### src/rtl/dmem_arbiter_pkg.sv
`default_nettype none
// ============================================================================
// Module      : dmem_arbiter_pkg
// Description : Shared types and constants for the data-memory arbiter.
// Revision    : 1.0 - initial release
// ============================================================================
package dmem_arbiter_pkg;

    // Default number of words in the shared data memory
    localparam int DMEM_DEPTH = 256;

    // Which port owns the read data returning from memory this cycle
    typedef enum logic [1:0] {
        OWN_NONE = 2'd0,
        OWN_CORE = 2'd1,
        OWN_DBG  = 2'd2
    } arb_owner_e;

endpackage : dmem_arbiter_pkg
`default_nettype wire

### src/rtl/dmem_arbiter_if.sv
`default_nettype none
// ============================================================================
// Module      : dmem_arbiter_if
// Description : Bundle of the core (MEM stage), debug/loader and memory-side
//               signals around the data-memory arbiter. The slave modport is
//               the arbiter's view; the master modport is its environment.
// Revision    : 1.0 - initial release
// ============================================================================
interface dmem_arbiter_if #(
    parameter int DATA_W = 32,
    parameter int ADDR_W = 32,
    parameter int IDX_W  = 8
);
    // Core (MEM stage) port
    logic              core_req;
    logic              core_we;
    logic [ADDR_W-1:0] core_addr;
    logic [DATA_W-1:0] core_wdata;
    logic              core_stall;
    logic              core_rvalid;
    logic [DATA_W-1:0] core_rdata;

    // Debug / loader port
    logic              dbg_halt;
    logic              dbg_req;
    logic              dbg_we;
    logic [ADDR_W-1:0] dbg_addr;
    logic [DATA_W-1:0] dbg_wdata;
    logic              dbg_gnt;
    logic              dbg_rvalid;
    logic [DATA_W-1:0] dbg_rdata;
    logic              oob_err;

    // Single-port synchronous memory side
    logic              mem_en;
    logic              mem_we;
    logic [IDX_W-1:0]  mem_idx;
    logic [DATA_W-1:0] mem_wdata;
    logic [DATA_W-1:0] mem_rdata;

    modport slave (
        input  core_req, core_we, core_addr, core_wdata,
        output core_stall, core_rvalid, core_rdata,
        input  dbg_halt, dbg_req, dbg_we, dbg_addr, dbg_wdata,
        output dbg_gnt, dbg_rvalid, dbg_rdata, oob_err,
        output mem_en, mem_we, mem_idx, mem_wdata,
        input  mem_rdata
    );

    modport master (
        output core_req, core_we, core_addr, core_wdata,
        input  core_stall, core_rvalid, core_rdata,
        output dbg_halt, dbg_req, dbg_we, dbg_addr, dbg_wdata,
        input  dbg_gnt, dbg_rvalid, dbg_rdata, oob_err,
        input  mem_en, mem_we, mem_idx, mem_wdata,
        output mem_rdata
    );

endinterface : dmem_arbiter_if
`default_nettype wire

### src/rtl/dmem_starve_cnt.sv
`default_nettype none
// ============================================================================
// Module      : dmem_starve_cnt
// Description : Saturating counter of consecutive cycles the debug port has
//               been kept waiting. sat_o flags that the limit was reached.
// Revision    : 1.0 - initial release
// ============================================================================
module dmem_starve_cnt #(
    parameter int LIMIT = 4
) (
    input  wire logic clk,
    input  wire logic rst_n,
    input  wire logic inc_i,
    input  wire logic clr_i,
    output logic      sat_o
);

    localparam int                 c_CNT_W = $clog2(LIMIT + 1);
    localparam logic [c_CNT_W-1:0] c_LIMIT = c_CNT_W'(LIMIT);

    logic [c_CNT_W-1:0] cnt_q;
    logic [c_CNT_W-1:0] cnt_d;

    // Clear has priority over increment; hold once the limit is reached
    always_comb begin
        cnt_d = cnt_q;
        if (clr_i) begin
            cnt_d = '0;
        end else if (inc_i && (cnt_q != c_LIMIT)) begin
            cnt_d = cnt_q + 1'b1;
        end
    end

    // Counter register with synchronous active-low reset
    always_ff @(posedge clk) begin
        if (!rst_n) begin
            cnt_q <= '0;
        end else begin
            cnt_q <= cnt_d;
        end
    end

    assign sat_o = (cnt_q == c_LIMIT);

endmodule : dmem_starve_cnt
`default_nettype wire

### src/rtl/dmem_arbiter.sv
`default_nettype none
// ============================================================================
// Module      : dmem_arbiter
// Description : Shares one single-port synchronous data memory between the
//               pipeline MEM stage (core) and a debug/loader port. The core
//               wins by default; the debug port is guaranteed a slot after
//               STARVE_LIMIT consecutive losing cycles, and owns the memory
//               outright while dbg_halt is high.
// Revision    : 1.0 - initial release
// ============================================================================
module dmem_arbiter
    import dmem_arbiter_pkg::*;
#(
    parameter int DATA_W       = 32,
    parameter int ADDR_W       = 32,
    parameter int DEPTH        = DMEM_DEPTH,
    parameter int STARVE_LIMIT = 4
) (
    input  wire logic       clk,
    input  wire logic       rst_n,
    dmem_arbiter_if.slave   bus
);

    localparam int                  IDX_W         = $clog2(DEPTH);
    localparam logic [ADDR_W-3:0]   c_DEPTH_WORDS = (ADDR_W - 2)'(DEPTH);

    logic              w_dbg_sat;
    logic              w_grant_c;
    logic              w_grant_d;
    logic              w_granted;
    logic              w_sel_we;
    logic              w_sel_oob;
    logic [ADDR_W-1:0] w_sel_addr;
    logic [DATA_W-1:0] w_sel_wdata;
    logic [DATA_W-1:0] w_rd_data;
    logic              w_core_hit;
    logic              w_dbg_hit;
    logic              w_unused_addr;

    arb_owner_e        owner_q;
    arb_owner_e        owner_d;
    logic              oob_err_q;
    logic [DATA_W-1:0] core_rdata_q;
    logic [DATA_W-1:0] dbg_rdata_q;

    // Starvation tracking: counts cycles debug waits, cleared once served or idle
    dmem_starve_cnt #(
        .LIMIT (STARVE_LIMIT)
    ) u_starve_cnt (
        .clk   (clk),
        .rst_n (rst_n),
        .inc_i (bus.dbg_req && !w_grant_d),
        .clr_i (w_grant_d || !bus.dbg_req),
        .sat_o (w_dbg_sat)
    );

    // Grant decision: halt hands memory to debug; otherwise core unless debug is starved
    always_comb begin
        w_grant_c = 1'b0;
        w_grant_d = 1'b0;
        if (rst_n) begin
            if (bus.dbg_halt) begin
                w_grant_d = bus.dbg_req;
            end else if (bus.core_req && !(bus.dbg_req && w_dbg_sat)) begin
                w_grant_c = 1'b1;
            end else begin
                w_grant_d = bus.dbg_req;
            end
        end
    end

    // Route the winning port's request fields toward memory
    always_comb begin
        if (w_grant_c) begin
            w_sel_we    = bus.core_we;
            w_sel_addr  = bus.core_addr;
            w_sel_wdata = bus.core_wdata;
        end else begin
            w_sel_we    = bus.dbg_we;
            w_sel_addr  = bus.dbg_addr;
            w_sel_wdata = bus.dbg_wdata;
        end
    end

    // Byte offset is ignored: accesses are whole words only
    assign w_unused_addr = ^w_sel_addr[1:0];

    assign w_granted  = w_grant_c || w_grant_d;
    assign w_sel_oob  = (w_sel_addr[ADDR_W-1:2] >= c_DEPTH_WORDS);

    assign bus.mem_en     = w_granted && !w_sel_oob;
    assign bus.mem_we     = bus.mem_en && w_sel_we;
    assign bus.mem_idx    = w_sel_addr[IDX_W+1:2];
    assign bus.mem_wdata  = w_sel_wdata;

    assign bus.core_stall = rst_n && bus.core_req && !w_grant_c;
    assign bus.dbg_gnt    = w_grant_d;

    // Next owner of the read data: whoever was granted a read this cycle
    always_comb begin
        owner_d = OWN_NONE;
        if (w_granted && !w_sel_we) begin
            owner_d = w_grant_c ? OWN_CORE : OWN_DBG;
        end
    end

    // Out-of-range reads complete normally but deliver zero instead of memory data.
    // Gating with rst_n drops a pending response when reset lands mid-read.
    assign w_rd_data   = oob_err_q ? '0 : bus.mem_rdata;
    assign w_core_hit  = rst_n && (owner_q == OWN_CORE);
    assign w_dbg_hit   = rst_n && (owner_q == OWN_DBG);

    assign bus.core_rvalid = w_core_hit;
    assign bus.dbg_rvalid  = w_dbg_hit;
    assign bus.core_rdata  = w_core_hit ? w_rd_data : core_rdata_q;
    assign bus.dbg_rdata   = w_dbg_hit  ? w_rd_data : dbg_rdata_q;
    assign bus.oob_err     = oob_err_q;

    // Owner FSM plus held read data and the out-of-range pulse
    always_ff @(posedge clk) begin
        if (!rst_n) begin
            owner_q      <= OWN_NONE;
            oob_err_q    <= 1'b0;
            core_rdata_q <= '0;
            dbg_rdata_q  <= '0;
        end else begin
            owner_q      <= owner_d;
            oob_err_q    <= w_granted && w_sel_oob;
            core_rdata_q <= bus.core_rdata;
            dbg_rdata_q  <= bus.dbg_rdata;
        end
    end

endmodule : dmem_arbiter
`default_nettype wire
### src/flat_wrapper.sv
// flat-port wrapper written by rule: the top's interface ports become plain ports
module dmem_arbiter_flat import dmem_arbiter_pkg::*;
#(
    parameter int DATA_W       = 32,
    parameter int ADDR_W       = 32,
    parameter int DEPTH        = DMEM_DEPTH,
    parameter int STARVE_LIMIT = 4
)
  (clk, rst_n, bus_core_req, bus_core_we, bus_core_addr, bus_core_wdata, bus_core_stall, bus_core_rvalid, bus_core_rdata, bus_dbg_halt, bus_dbg_req, bus_dbg_we, bus_dbg_addr, bus_dbg_wdata, bus_dbg_gnt, bus_dbg_rvalid, bus_dbg_rdata, bus_oob_err, bus_mem_en, bus_mem_we, bus_mem_idx, bus_mem_wdata, bus_mem_rdata);
  dmem_arbiter_if #(.DATA_W(DATA_W), .ADDR_W(ADDR_W)) bus_i ();
  input  wire logic clk;
  input  wire logic rst_n;
  input wire logic [$bits(bus_i.core_req)-1:0] bus_core_req;
  input wire logic [$bits(bus_i.core_we)-1:0] bus_core_we;
  input wire logic [$bits(bus_i.core_addr)-1:0] bus_core_addr;
  input wire logic [$bits(bus_i.core_wdata)-1:0] bus_core_wdata;
  output wire logic [$bits(bus_i.core_stall)-1:0] bus_core_stall;
  output wire logic [$bits(bus_i.core_rvalid)-1:0] bus_core_rvalid;
  output wire logic [$bits(bus_i.core_rdata)-1:0] bus_core_rdata;
  input wire logic [$bits(bus_i.dbg_halt)-1:0] bus_dbg_halt;
  input wire logic [$bits(bus_i.dbg_req)-1:0] bus_dbg_req;
  input wire logic [$bits(bus_i.dbg_we)-1:0] bus_dbg_we;
  input wire logic [$bits(bus_i.dbg_addr)-1:0] bus_dbg_addr;
  input wire logic [$bits(bus_i.dbg_wdata)-1:0] bus_dbg_wdata;
  output wire logic [$bits(bus_i.dbg_gnt)-1:0] bus_dbg_gnt;
  output wire logic [$bits(bus_i.dbg_rvalid)-1:0] bus_dbg_rvalid;
  output wire logic [$bits(bus_i.dbg_rdata)-1:0] bus_dbg_rdata;
  output wire logic [$bits(bus_i.oob_err)-1:0] bus_oob_err;
  output wire logic [$bits(bus_i.mem_en)-1:0] bus_mem_en;
  output wire logic [$bits(bus_i.mem_we)-1:0] bus_mem_we;
  output wire logic [$bits(bus_i.mem_idx)-1:0] bus_mem_idx;
  output wire logic [$bits(bus_i.mem_wdata)-1:0] bus_mem_wdata;
  input wire logic [$bits(bus_i.mem_rdata)-1:0] bus_mem_rdata;
  assign bus_i.core_req = bus_core_req;
  assign bus_i.core_we = bus_core_we;
  assign bus_i.core_addr = bus_core_addr;
  assign bus_i.core_wdata = bus_core_wdata;
  assign bus_core_stall = bus_i.core_stall;
  assign bus_core_rvalid = bus_i.core_rvalid;
  assign bus_core_rdata = bus_i.core_rdata;
  assign bus_i.dbg_halt = bus_dbg_halt;
  assign bus_i.dbg_req = bus_dbg_req;
  assign bus_i.dbg_we = bus_dbg_we;
  assign bus_i.dbg_addr = bus_dbg_addr;
  assign bus_i.dbg_wdata = bus_dbg_wdata;
  assign bus_dbg_gnt = bus_i.dbg_gnt;
  assign bus_dbg_rvalid = bus_i.dbg_rvalid;
  assign bus_dbg_rdata = bus_i.dbg_rdata;
  assign bus_oob_err = bus_i.oob_err;
  assign bus_mem_en = bus_i.mem_en;
  assign bus_mem_we = bus_i.mem_we;
  assign bus_mem_idx = bus_i.mem_idx;
  assign bus_mem_wdata = bus_i.mem_wdata;
  assign bus_i.mem_rdata = bus_mem_rdata;
  dmem_arbiter #(.DATA_W(DATA_W), .ADDR_W(ADDR_W), .DEPTH(DEPTH), .STARVE_LIMIT(STARVE_LIMIT)) u_core (.clk(clk), .rst_n(rst_n), .bus(bus_i));
endmodule
### config.mk
export PLATFORM = sky130hd
export DESIGN_NAME = dmem_arbiter_flat
export DESIGN_NICKNAME = d
export VERILOG_FILES = /design/src/rtl/dmem_arbiter_pkg.sv /design/src/rtl/dmem_arbiter_if.sv /design/src/rtl/dmem_starve_cnt.sv /design/src/rtl/dmem_arbiter.sv /design/src/flat_wrapper.sv
export SDC_FILE = /design/constraint.sdc
export NUM_CORES = 1
export LEC_CHECK = 0
export BUFFER_PORTS_ARGS = -buffer_cell sky130_fd_sc_hd__buf_2
export CORE_AREA = 3 3 107 109
export DETAILED_ROUTE_END_ITERATION = 10
export DIE_AREA = 0 0 110 112
export PLACE_DENSITY = 0.67
export RECOVER_POWER = 50
export SYNTH_ARGS = -nofsm -noshare
export SYNTH_HDL_FRONTEND = slang
export SYNTH_SLANG_ARGS = --single-unit
### constraint.sdc
create_clock -name clk -period 1.7 [get_ports clk]
set_input_delay 0.34 -clock clk [delete_from_list [all_inputs] [get_ports clk]]
set_output_delay 0.34 -clock clk [all_outputs]
set_load 0.01 [all_outputs]
## Word-level counts from Yosys, hierarchy flattened

Index checks and enable logic that the tools add are counted.

| storage, ports and cells | value |
|---|---|
| output and inout bits | 111 |
| bits in registers | 70 |
| logic and storage cells | 47 |

| cells by class | value |
|---|---|
| multiplexer cells | 13 |
| add/sub/neg operators | 1 |
| $lt $le $gt $ge | 1 |
| reduce and logical (&&, ||, !) cells | 22 |
| bitwise logic cells | 1 |
| eq/ne operators | 4 |

Operators with widths:

| cell | number |
|---|---|
| 32-bit two-way mux | 5 |
| 30-bit by 9-bit >= comparator with 1-bit output, second input constant | 1 |
| 1-bit logical AND | 12 |
| 1-bit two-way mux | 7 |
| 1-bit logical NOT | 6 |
| 3-bit by 1-bit adder with 3-bit output, second input constant | 1 |
| 3-bit equality test, second input constant | 1 |
| 3-bit inequality test, second input constant | 1 |
| 2-bit by 1-bit equality test with 1-bit output, second input constant | 1 |
| 2-bit equality test, second input constant | 1 |
| 1-bit logical OR | 2 |
| 2-bit two-way mux | 1 |
| 2-bit AND reduction | 1 |
| 2-bit OR reduction | 1 |
| 1-bit inverter | 1 |

## Logic depth before layout (Yosys ltp)

Gate-level depths: netlist of the first run.

| depth | value |
|---|---|
| depth in word-level cells | 12 |
| depth in mapped cells | 8 |
| gate-level depth less buffers | 7 |

## Modules after synthesis

Synthesis of the first run repeated with hierarchy kept, for this count alone.

| unflattened totals | value |
|---|---|
| cell total of the unflattened synthesis | 501 |
| area total of the unflattened synthesis | 3595.9 um2 |

Modules (own cells, without submodules):

| module | cells an instance | instances | area an instance (um2) |
|---|---|---|---|
| dmem_arbiter | 483 | 1 | 3408.3 |
| dmem_starve_cnt | 18 | 1 | 187.7 |

## Least setup slack after synthesis of the first run

OpenSTA, ideal clock, no wires.

| timing path | value |
|---|---|
| kind | in2out |
| start | in bus_core_addr[16] |
| end | out bus_mem_we |
| setup slack | 0.010 ns |
| required time | 1.360 ns |
| arrival time | 1.350 ns |
| stages on the path | 3 |
| cells stage by stage | or4_4 -> nor4_4 -> a32o_1 |

| on the way | value |
|---|---|
| cells in the longest elaborated chain, start to end | 5 |

Ends and longest elaborated chain:

| element | line | text |
|---|---|---|
| from (decl) | flat_wrapper.sv:15 | `input wire logic [$bits(bus_i.core_addr)-1:0] bus_core_addr;` |
| 32-bit two-way mux | dmem_arbiter.sv:74 | `if (w_grant_c) begin` |
| 30-bit by 9-bit >= comparator with 1-bit output | dmem_arbiter.sv:89 | `assign w_sel_oob = (w_sel_addr[ADDR_W-1:2] >= c_DEPTH_WORDS);` |
| 1-bit logical NOT | dmem_arbiter.sv:91 | `assign bus.mem_en = w_granted && !w_sel_oob;` |
| 1-bit logical AND | dmem_arbiter.sv:91 |  |
| 1-bit logical AND | dmem_arbiter.sv:92 | `assign bus.mem_we = bus.mem_en && w_sel_we;` |
| to (decl) | flat_wrapper.sv:30 | `output wire logic [$bits(bus_i.mem_we)-1:0] bus_mem_we;` |

No other way between the ends.

## Final worst setup path of the first run

| timing path | value |
|---|---|
| start | reg u_core.u_starve_cnt.cnt_q[0] |
| end | out bus_core_stall |

| on the way | value |
|---|---|
| cells in the longest elaborated chain, start to end | 9 |

Ends and longest elaborated chain:

| element | line | text |
|---|---|---|
| from (decl) | dmem_starve_cnt.sv:21 | `logic [c_CNT_W-1:0] cnt_q;` |
| from (signal assigned) | dmem_starve_cnt.sv:39 | `cnt_q <= cnt_d;` |
| 3-bit equality test | dmem_starve_cnt.sv:43 | `assign sat_o = (cnt_q == c_LIMIT);` |
| 1-bit logical AND | dmem_arbiter.sv:64 | `end else if (bus.core_req && !(bus.dbg_req && w_dbg_sat)) begin` |
| 1-bit logical NOT | dmem_arbiter.sv:64 |  |
| 1-bit logical AND | dmem_arbiter.sv:64 |  |
| 1-bit two-way mux | dmem_arbiter.sv:64 |  |
| 1-bit two-way mux | dmem_arbiter.sv:62 | `if (bus.dbg_halt) begin` |
| 1-bit two-way mux | dmem_arbiter.sv:61 | `if (rst_n) begin` |
| 1-bit logical NOT | dmem_arbiter.sv:96 | `assign bus.core_stall = rst_n && bus.core_req && !w_grant_c;` |
| 1-bit logical AND | dmem_arbiter.sv:96 |  |
| to (decl) | flat_wrapper.sv:17 | `output wire logic [$bits(bus_i.core_stall)-1:0] bus_core_stall;` |

No other way between the ends.

==> summary.md, run 1 <==
• area of the die: 12300 um2
• reg2reg start: u_core.owner_q[0]
• CTS clock-pin slew for the worst setup and hold paths: 80 ps
• part of the power in the clock network: 32.8%
• family with the most delay on the worst path: buffers and inverters
• synthesized instance count: 495
• number of violations of the max-capacitance limit: 0
• source of the critical timing path: u_core.u_starve_cnt.cnt_q[0]
• Post-Syn Nets: 664
• element type at the critical path end: output port
• cell type with the highest aggregate area in the netlist: sky130_fd_sc_hd__dfxtp_1
• IR Drop Worst-Case VDD: 0.382 mV
• pwr dens: 524 nW/um2
• global routing met1 resource utilization: 25.0%
• startpoint kind of the worst setup timing path: flop
• # fillers: 825
• Post-Syn Area per Cell: 7.00 um2
• CP arrival: 1680 ps
• core area: 10700 um2
• first-pass GRT wire length: 22300 um
• clock latency on the worst-skew pair: 330 ps
• via count: 4546
• largest cells by area after synthesis: sky130_fd_sc_hd__dfxtp_1, sky130_fd_sc_hd__nand2_1, sky130_fd_sc_hd__and2_1, sky130_fd_sc_hd__o21ai_0, sky130_fd_sc_hd__nand2b_1
• met3 usage: 6.84%
• number of diodes: 0
• summed instance area of the synthesized netlist: 3460 um2
• setup slack of the critical path after layout: -319 ps
• part of the cycle the worst path needs: 119%
• total CTS buffers: 9
• number of DRC markers in iteration 0: 127
• hold violation total from the final report: 0
• GRT overflow: 0
• count of cells along the worst register-to-register path: 10
• Yosys warnings: 0
• die boundary width: 110 um
• cell-by-cell listing of the critical path: inv_2 -> ha_4 -> nand3_4 -> buf_4 -> buf_4 -> buf_6 -> buf_6 -> a21oi_2 -> buf_4
• internal power consumption: 0.00285 W
• combined area of the multi-input logic cells: 3090 um2
• number of cell rows: 38
• post-detailed-route via-to-cell ratio: 4.75
• area taken by flip-flops and latches: 1410 um2
• clock period minus worst slack: 2020 ps
• switching power as a share of total power: 28.1%
• unrepaired setup endpoints after global routing: yes
• largest driver fanout on the critical path: 3
• number of buffers added on ports: 273
• largest net degree at the start of global routing: 34
• fin. max-slew vios: 0
• violated checks: negative setup slack
• slew at the pin with the worst max-slew slack: 323 ps
• status: complete, but fails checks
• antenna violations before repair: 1
• post-placement worst setup slack: -335 ps
• Final setup viols: 110
• Initial Util: 32.4%
• busiest layer in global routing: met2
• relative area change from synthesis to final layout: 119%
• top flip-flop cell by instance count after synthesis: sky130_fd_sc_hd__dfxtp_1
• Sequential Power Share: 42.3%
• CP required: 1360 ps
• total I/O pin count: 278
• clock tree from TritonCTS: built
• final RePlAce weighted congestion: 0.888
• met2 routing resource usage after global routing: 44.4%
• HP Class: in2reg
• dominant cell type by count on the critical path: sky130_fd_sc_hd__buf_4
• number of enable-type register cells in the synthesized netlist: 0
• placed wire-length estimate: 9640 um
• combinational power share: 24.8%
• share of synthesized flip-flops with an asynchronous set or reset: 0%
• top achievable clock speed: 0.495 GHz
• Wirelength per Cell: 17.2 um
• sequential share of the synthesized area: 40.4%
• Total Power Consumption: 0.00397 W
• Pre-antenna DRT Iters: 4
• proportion of netlist area held by the largest area contributor: 40.4%
• cell depth of the worst hold path: 2
• overall global routing resource usage: 23.5%
• Hold Path End: u_core.owner_q[0]
• DR DRC count: 0
• Clock H-tree levels: 3
• number of global-route vias before repair: 4380
• end-of-flow core utilization: 70.8%
• clk buf depth: 2
• Final ANT Viol Nets: 0
• CP max stage delay: 320 ps
• switching power of the nets: 0.00112 W
• Setup Skew: 8.75 ps
• CP Class: reg2out
• slew margin rel.: 78.3%
• Clk Tree Root Cell: sky130_fd_sc_hd__clkbuf_8
• hold_sp: bus_core_we
• combined buffer and inverter count along the critical path: 6
• share of post-route cells with drive strength above 1: 64.2%
• capture instance of the worst register-to-register path: u_core.dbg_rdata_q[21]
• number of library cell types mapped by synthesis: 27
• post-synthesis register bit count: 70
• overall routed net length: 16400 um
• die height: 112 um
• R2R Setup Slk: 60 ps
• total number of nets in the final design: 983
• Clock Sink Count: 70
• Crit-path slowest cell: sky130_fd_sc_hd__dfxtp_2
• reported leakage power: 3.64 nW
-- power groups by stage --
stage	sequential (W)	clock, W	combinational (W)
global placement	0.00171	0	0.000659
detailed placement	0.00171	0	0.000662
CTS	0.00167	0.00133	0.000869
finish	0.00168	0.00130	0.000986
floorplan	0.00171	0	0.000285
global route	0.00168	0.00140	0.00106
-- stage by stage --
step	TNS [ps]	area, um2	hold slack (ps)	cells
global route	-29850	7580	192	958
detailed placement	-3420	5130	508	902
global placement	-3390	5130	501	902
finish	-20900	7580	197	958
CTS	-24160	6800	184	953
floorplan	0	3460	412	495
-- cell type report --
type	instances	share of cell area (%)
Clock buffer	11	1.87
Clock inverter	4	0.627
Inverter	6	0.462
Multi-Input combinational cell	386	40.7
Sequential cell	70	18.6
Tap cell	140	2.31
Timing Repair Buffer	341	35.4
-- layer usage --
| layer | share of wire, % | vias up |
|---|---|---|
| li1 | - | 2228 |
| met1 | 34 | 2119 |
| met2 | 57 | 168 |
| met3 | 6.9 | 29 |
| met4 | 2.1 | 2 |
| met5 | 0.055 | - |
-- worst max path at each step --
stage	depth (start not counted)	to
2_1_floorplan	3	bus_mem_we
3_5_place_dp	8	bus_mem_we
3_3_place_gp	8	bus_mem_we
6_report	9	bus_core_stall
4_1_cts	9	bus_mem_wdata[3]
5_1_grt	9	bus_core_stall
-- placed cells by master (no fill, tap or decap), drive strengths merged, types with 2 or more instances in the layout --
cell type and n:
inv 4, nand4 2, dfxtp 70, buf 339, nand2b 32, clkbuf 13
clkinv 4, o21ai 66, ha 2, and2 66, nand2 190, nor2 4
nor4 10, nand3b 2
-- cell usage after synthesis, types with 2 or more instances --
cell type / number
sky130_fd_sc_hd__and2_1: 66
sky130_fd_sc_hd__buf_2: 15
sky130_fd_sc_hd__clkbuf_1: 18
sky130_fd_sc_hd__dfxtp_1: 70
sky130_fd_sc_hd__ha_1: 2
sky130_fd_sc_hd__inv_1: 6
sky130_fd_sc_hd__nand2_1: 190
sky130_fd_sc_hd__nand2b_1: 32
sky130_fd_sc_hd__nand3b_1: 2
sky130_fd_sc_hd__nand4_1: 2
sky130_fd_sc_hd__nor2_1: 4
sky130_fd_sc_hd__nor4_1: 9
sky130_fd_sc_hd__o21ai_0: 42
sky130_fd_sc_hd__o21ai_1: 24
-- registers in the layout, indices dropped and copies added (netlist names) --
signal / cells
u_core.bus.oob_err: 1
u_core.core_rdata_q: 32
u_core.dbg_rdata_q: 32
u_core.owner_q: 2
u_core.u_starve_cnt.cnt_q: 3
-- cell families after synthesis --
family | Yosys count | synth area share (%)
buffers and inverters | 39 | 4.77
AOI/OAI and AO/OA | 71 | 10.7
DFF | 70 | 40.4
and+or+nand+nor | 312 | 43.1
adders and majority gates | 2 | 0.722
muxes | 1 | 0.289
-- repair_timing --
action                     in CTS  in global routing
buffers inserted               22                 13
hold buffers                    0                  0
resized for setup             269                166
setup endpoints to repair     108                110
hold endpoints to repair        0                  0
gates cloned                   16                  1
pin swaps                      42                 49
(Power assumes the default switching activity.)
==> inputs of run 2 (changes only) <==
- CORE_AREA: 3 3 107 109 -> 3 3 108 110
- DIE_AREA: 0 0 110 112 -> 0 0 111 113
- PLACE_DENSITY: 0.67 -> 0.68
- SYNTH_HIERARCHICAL: default -> 1
==> run 2 against run 1 <==
Net effect: the flow still finishes with violations (negative setup slack); register-to-register slack lost 70 ps; synthesized cell count grew 1.2%; via count up 2.0%; sequential power about the same; critical endpoint is now bus_mem_wdata[24]; largest cell class unchanged.
==> summary.md, run 2 <==
• status: complete, but fails checks, unchanged
• violated checks: negative setup slack, unchanged
• number of diodes: 0, unchanged
• GRT overflow: 0, unchanged
• post-synthesis share of cell area spent on and, or, nand and nor gates: 41.6%, was 43.1%
• CP Class: reg2out, unchanged
• CP max stage delay: 340 ps, was 320 ps
• synthesized instance count: 501, was 495
• largest registers in the final layout: u_core/core_rdata_q: 32 flops, u_core/dbg_rdata_q: 32 flops, u_core/u_starve_cnt/cnt_q: 3 flops, was u_core.core_rdata_q: 32 flops, u_core.dbg_rdata_q: 32 flops, u_core.u_starve_cnt.cnt_q: 3 flops
• top achievable clock speed: 0.448 GHz, was 0.495 GHz
• element type at the critical path end: output port, unchanged
• Post-Syn Nets: 670, was 664
• number of violations of the max-capacitance limit: 0, unchanged
• most common library cell in the layout ignoring fill and taps: sky130_fd_sc_hd__buf_2, unchanged
• startpoint kind of the worst setup timing path: flop, unchanged
• overall global routing resource usage: 23.7%, was 23.5%
• cell type with the highest aggregate area in the netlist: sky130_fd_sc_hd__dfxtp_1, unchanged
• share of synthesized flip-flops with an asynchronous set or reset: 0%, unchanged
• number of DRC markers in iteration 0: 225, was 127
• number of enable-type register cells in the synthesized netlist: 0, unchanged
• number of buffers added on ports: 273, unchanged
• hold_ws: 188 ps, was 197 ps
• placed wire-length estimate: 10200 um, was 9640 um
• combinational family with the most area after synthesis: simple AND/OR/NAND/NOR gates, unchanged
• die height: 113 um, was 112 um
• Crit-path slowest cell: sky130_fd_sc_hd__dfxtp_2, unchanged
• CTS clock-pin slew for the worst setup and hold paths: 70 ps, was 80 ps
• clock period minus worst slack: 2230 ps, was 2020 ps
• area of the die: 12500 um2, was 12300 um2
• part of the cycle the worst path needs: 131%, was 119%
• Clock H-tree levels: 3, unchanged
• fraction of synthesized area in multiplexers: 0.557%, was 0.289%
• Setup Skew: 11.0 ps, was 8.75 ps
• DR DRC count: 0, unchanged
• final RePlAce weighted congestion: 0.890, was 0.888
• Pre-antenna DRT Iters: 4, unchanged
• commonest cells in the netlist: sky130_fd_sc_hd__nand2_1, sky130_fd_sc_hd__dfxtp_1, sky130_fd_sc_hd__and2_1, sky130_fd_sc_hd__o21ai_1, sky130_fd_sc_hd__nand2b_1, was sky130_fd_sc_hd__nand2_1, sky130_fd_sc_hd__dfxtp_1, sky130_fd_sc_hd__and2_1, sky130_fd_sc_hd__o21ai_0, sky130_fd_sc_hd__nand2b_1
• antenna violations before repair: 0, was 1
• reported leakage power: 3.59 nW, was 3.64 nW
• total number of nets in the final design: 992, was 983
• setup slack of the critical path after layout: -531 ps, was -319 ps
• number of global-route vias before repair: 4471, was 4380
• pwr dens: 591 nW/um2, was 524 nW/um2
• Post-Syn Area per Cell: 7.18 um2, was 7.00 um2
• share of post-route cells with drive strength above 1: 60.6%, was 64.2%
• total I/O pin count: 278, unchanged
• total CTS buffers: 9, unchanged
• die boundary width: 111 um, was 110 um
• area post-placement: 5310 um2, was 5130 um2
• proportion of netlist area held by the largest area contributor: 39.0%, was 40.4%
• via count: 4639, was 4546
• clock tree from TritonCTS: built, unchanged
• summed instance area of the synthesized netlist: 3600 um2, was 3460 um2
• fin area: 7420 um2, was 7580 um2
• Wirelength per Cell: 17.5 um, was 17.2 um
• most frequent cell after synthesis: sky130_fd_sc_hd__nand2_1, unchanged
• # fillers: 850, was 825
• overall routed net length: 17000 um, was 16400 um
• Yosys warnings: 6, was 0
• end-of-flow core utilization: 68.7%, was 70.8%
• largest cells by area after synthesis: sky130_fd_sc_hd__dfxtp_1, sky130_fd_sc_hd__nand2_1, sky130_fd_sc_hd__and2_1, sky130_fd_sc_hd__o21ai_1, sky130_fd_sc_hd__nand2b_1, was sky130_fd_sc_hd__dfxtp_1, sky130_fd_sc_hd__nand2_1, sky130_fd_sc_hd__and2_1, sky130_fd_sc_hd__o21ai_0, sky130_fd_sc_hd__nand2b_1
• core area: 10800 um2, was 10700 um2
• most frequent cells in the layout: sky130_fd_sc_hd__buf_2, sky130_fd_sc_hd__nand2_1, sky130_fd_sc_hd__dfxtp_1, was sky130_fd_sc_hd__buf_2, sky130_fd_sc_hd__nand2_1, sky130_fd_sc_hd__buf_6
• Final setup viols: 111, was 110
• Synth Area in Adders: 0.696%, was 0.722%
• fraction of synthesized cell area in xor and xnor cells: 0%, unchanged
• post-placement worst setup slack: -184 ps, was -335 ps
• post-detailed-route via-to-cell ratio: 4.80, was 4.75
• CP arrival: 1890 ps, was 1680 ps
• IR Drop Worst-Case VDD: 0.354 mV, was 0.382 mV
• largest driver fanout on the critical path: 40, was 3
• unrepaired setup endpoints after global routing: yes, unchanged
• largest net degree at the start of global routing: 41, was 34
• top flip-flop cell by instance count after synthesis: sky130_fd_sc_hd__dfxtp_1, unchanged
• first-pass GRT wire length: 23400 um, was 22300 um
• number of cell rows: 38, unchanged
• cell-by-cell listing of the critical path: inv_2 -> ha_4 -> and2_4 -> a21o_1 -> nor2_4 -> buf_12 -> nand2_1 -> nand2_2 -> buf_2, was inv_2 -> ha_4 -> nand3_4 -> buf_4 -> buf_4 -> buf_6 -> buf_6 -> a21oi_2 -> buf_4
• area fraction in compound gates after synthesis: 13.2%, was 10.7%
• clock latency on the worst-skew pair: 350 ps, was 330 ps
• clk buf depth: 2, unchanged
• slew margin rel.: 66.7%, was 78.3%
• CP required: 1360 ps, about the same
• Final ANT Viol Nets: 0, unchanged
• fin. max-slew vios: 0, unchanged
• number of library cell types mapped by synthesis: 30, was 27
• slew at the pin with the worst max-slew slack: 499 ps, was 323 ps
• sequential share of the synthesized area: 39.0%, was 40.4%
• Clock Sink Count: 70, unchanged
• Initial Util: 33.3%, was 32.4%
• HP Class: in2reg, unchanged
• post-synthesis register bit count: 70, unchanged
• relative area change from synthesis to final layout: 106%, was 119%
• Clk Tree Root Cell: sky130_fd_sc_hd__clkbuf_8, unchanged
• hold violation total from the final report: 0, unchanged
==> run 2: cell count changes in the layout (fill, tap and decap cells not counted), moves of 6 or more <==
cell	previous run	this run
sky130_fd_sc_hd__buf_6	69	51
sky130_fd_sc_hd__buf_2	214	227
sky130_fd_sc_hd__and2_1	63	56
sky130_fd_sc_hd__nand2_1	105	125
sky130_fd_sc_hd__nand2_2	21	15
sky130_fd_sc_hd__o21ai_2	17	26
sky130_fd_sc_hd__o21ai_4	46	38
sky130_fd_sc_hd__nand2_4	64	47
sky130_fd_sc_hd__buf_12	16	10
sky130_fd_sc_hd__buf_16	9	15
==> run 2: stage by stage <==
stage | instances | TNS, ps | total power [W]
finish | 967 | -46140 | 0.00439
global route | 967 | -58270 | 0.00456
CTS | 961 | -36540 | 0.00432
detailed placement | 906 | -5110 | 0.00243
global placement | 906 | -4910 | 0.00243
floorplan | 501 | -44.7 | 0.00203
==> run 2: critical path: cells and delay by family, from the launching register on <==
family	cells	cell delay, ps
DFF	1	340
and+or+nand+nor	4	470
adders and majority gates	1	150
AOI/OAI and AO/OA	1	190
buffers and inverters	3	380
==> run 2: area by class of cell <==
class                   count  area [um2]  share of cell area [%]
well taps                 140         175                    2.36
clock buffers              12         165                    2.23
repair buffers            343        2610                    35.1
flip-flops and latches     70        1410                    18.9
multi-input cells         392        2940                    39.6
inverters                   7        36.3                   0.489
clock inverters             3        90.1                    1.21
==> run 2: kinds of logic after synthesis <==
group / count (synthesis)
AOI/OAI and AO/OA: 76
adders and majority gates: 2
buffers and inverters: 39
DFF: 70
muxes: 2
and+or+nand+nor: 312
==> run 2: where the power goes <==
group          leakage, nW  internal (W)  switching, W  total [W]
registers            0.567       0.00166     0.0000164    0.00168
logic                 2.90      0.000483      0.000508   0.000991
clock network        0.129       0.00109      0.000629    0.00172
total                 3.59       0.00323       0.00115    0.00439
==> run 2: path summary, 6_finish.rpt <==
kind | start | endpoint | slack [ps] | cells past startpoint
setup reg to reg | u_core/owner_q[0] | u_core/dbg_rdata_q[24] | -10 | 9
setup / recovery | u_core/u_starve_cnt/cnt_q[1] | bus_mem_wdata[24] | -530 | 9
hold / removal | bus_core_we | u_core/owner_q[0] | 190 | 2
hold reg to reg | u_core/core_rdata_q[11] | u_core/core_rdata_q[11] | 560 | 3
==> run 2: routing by layer <==
layer  GRT usage, %  routed length (um)  vias up
li1               -                   -     2267
met1           26.5                6200     2153
met3           6.68                1100       32
met4           7.22                 367        0
met5              0                   0        -
met2           43.8                9290      187
==> run 2: what timing repair did <==
action	in CTS	in global routing
endpoints found under the setup margin	110	114
pin swaps	33	29
resized for setup	158	142
cloned	18	0
buffers inserted	22	12
hold buffers	0	0
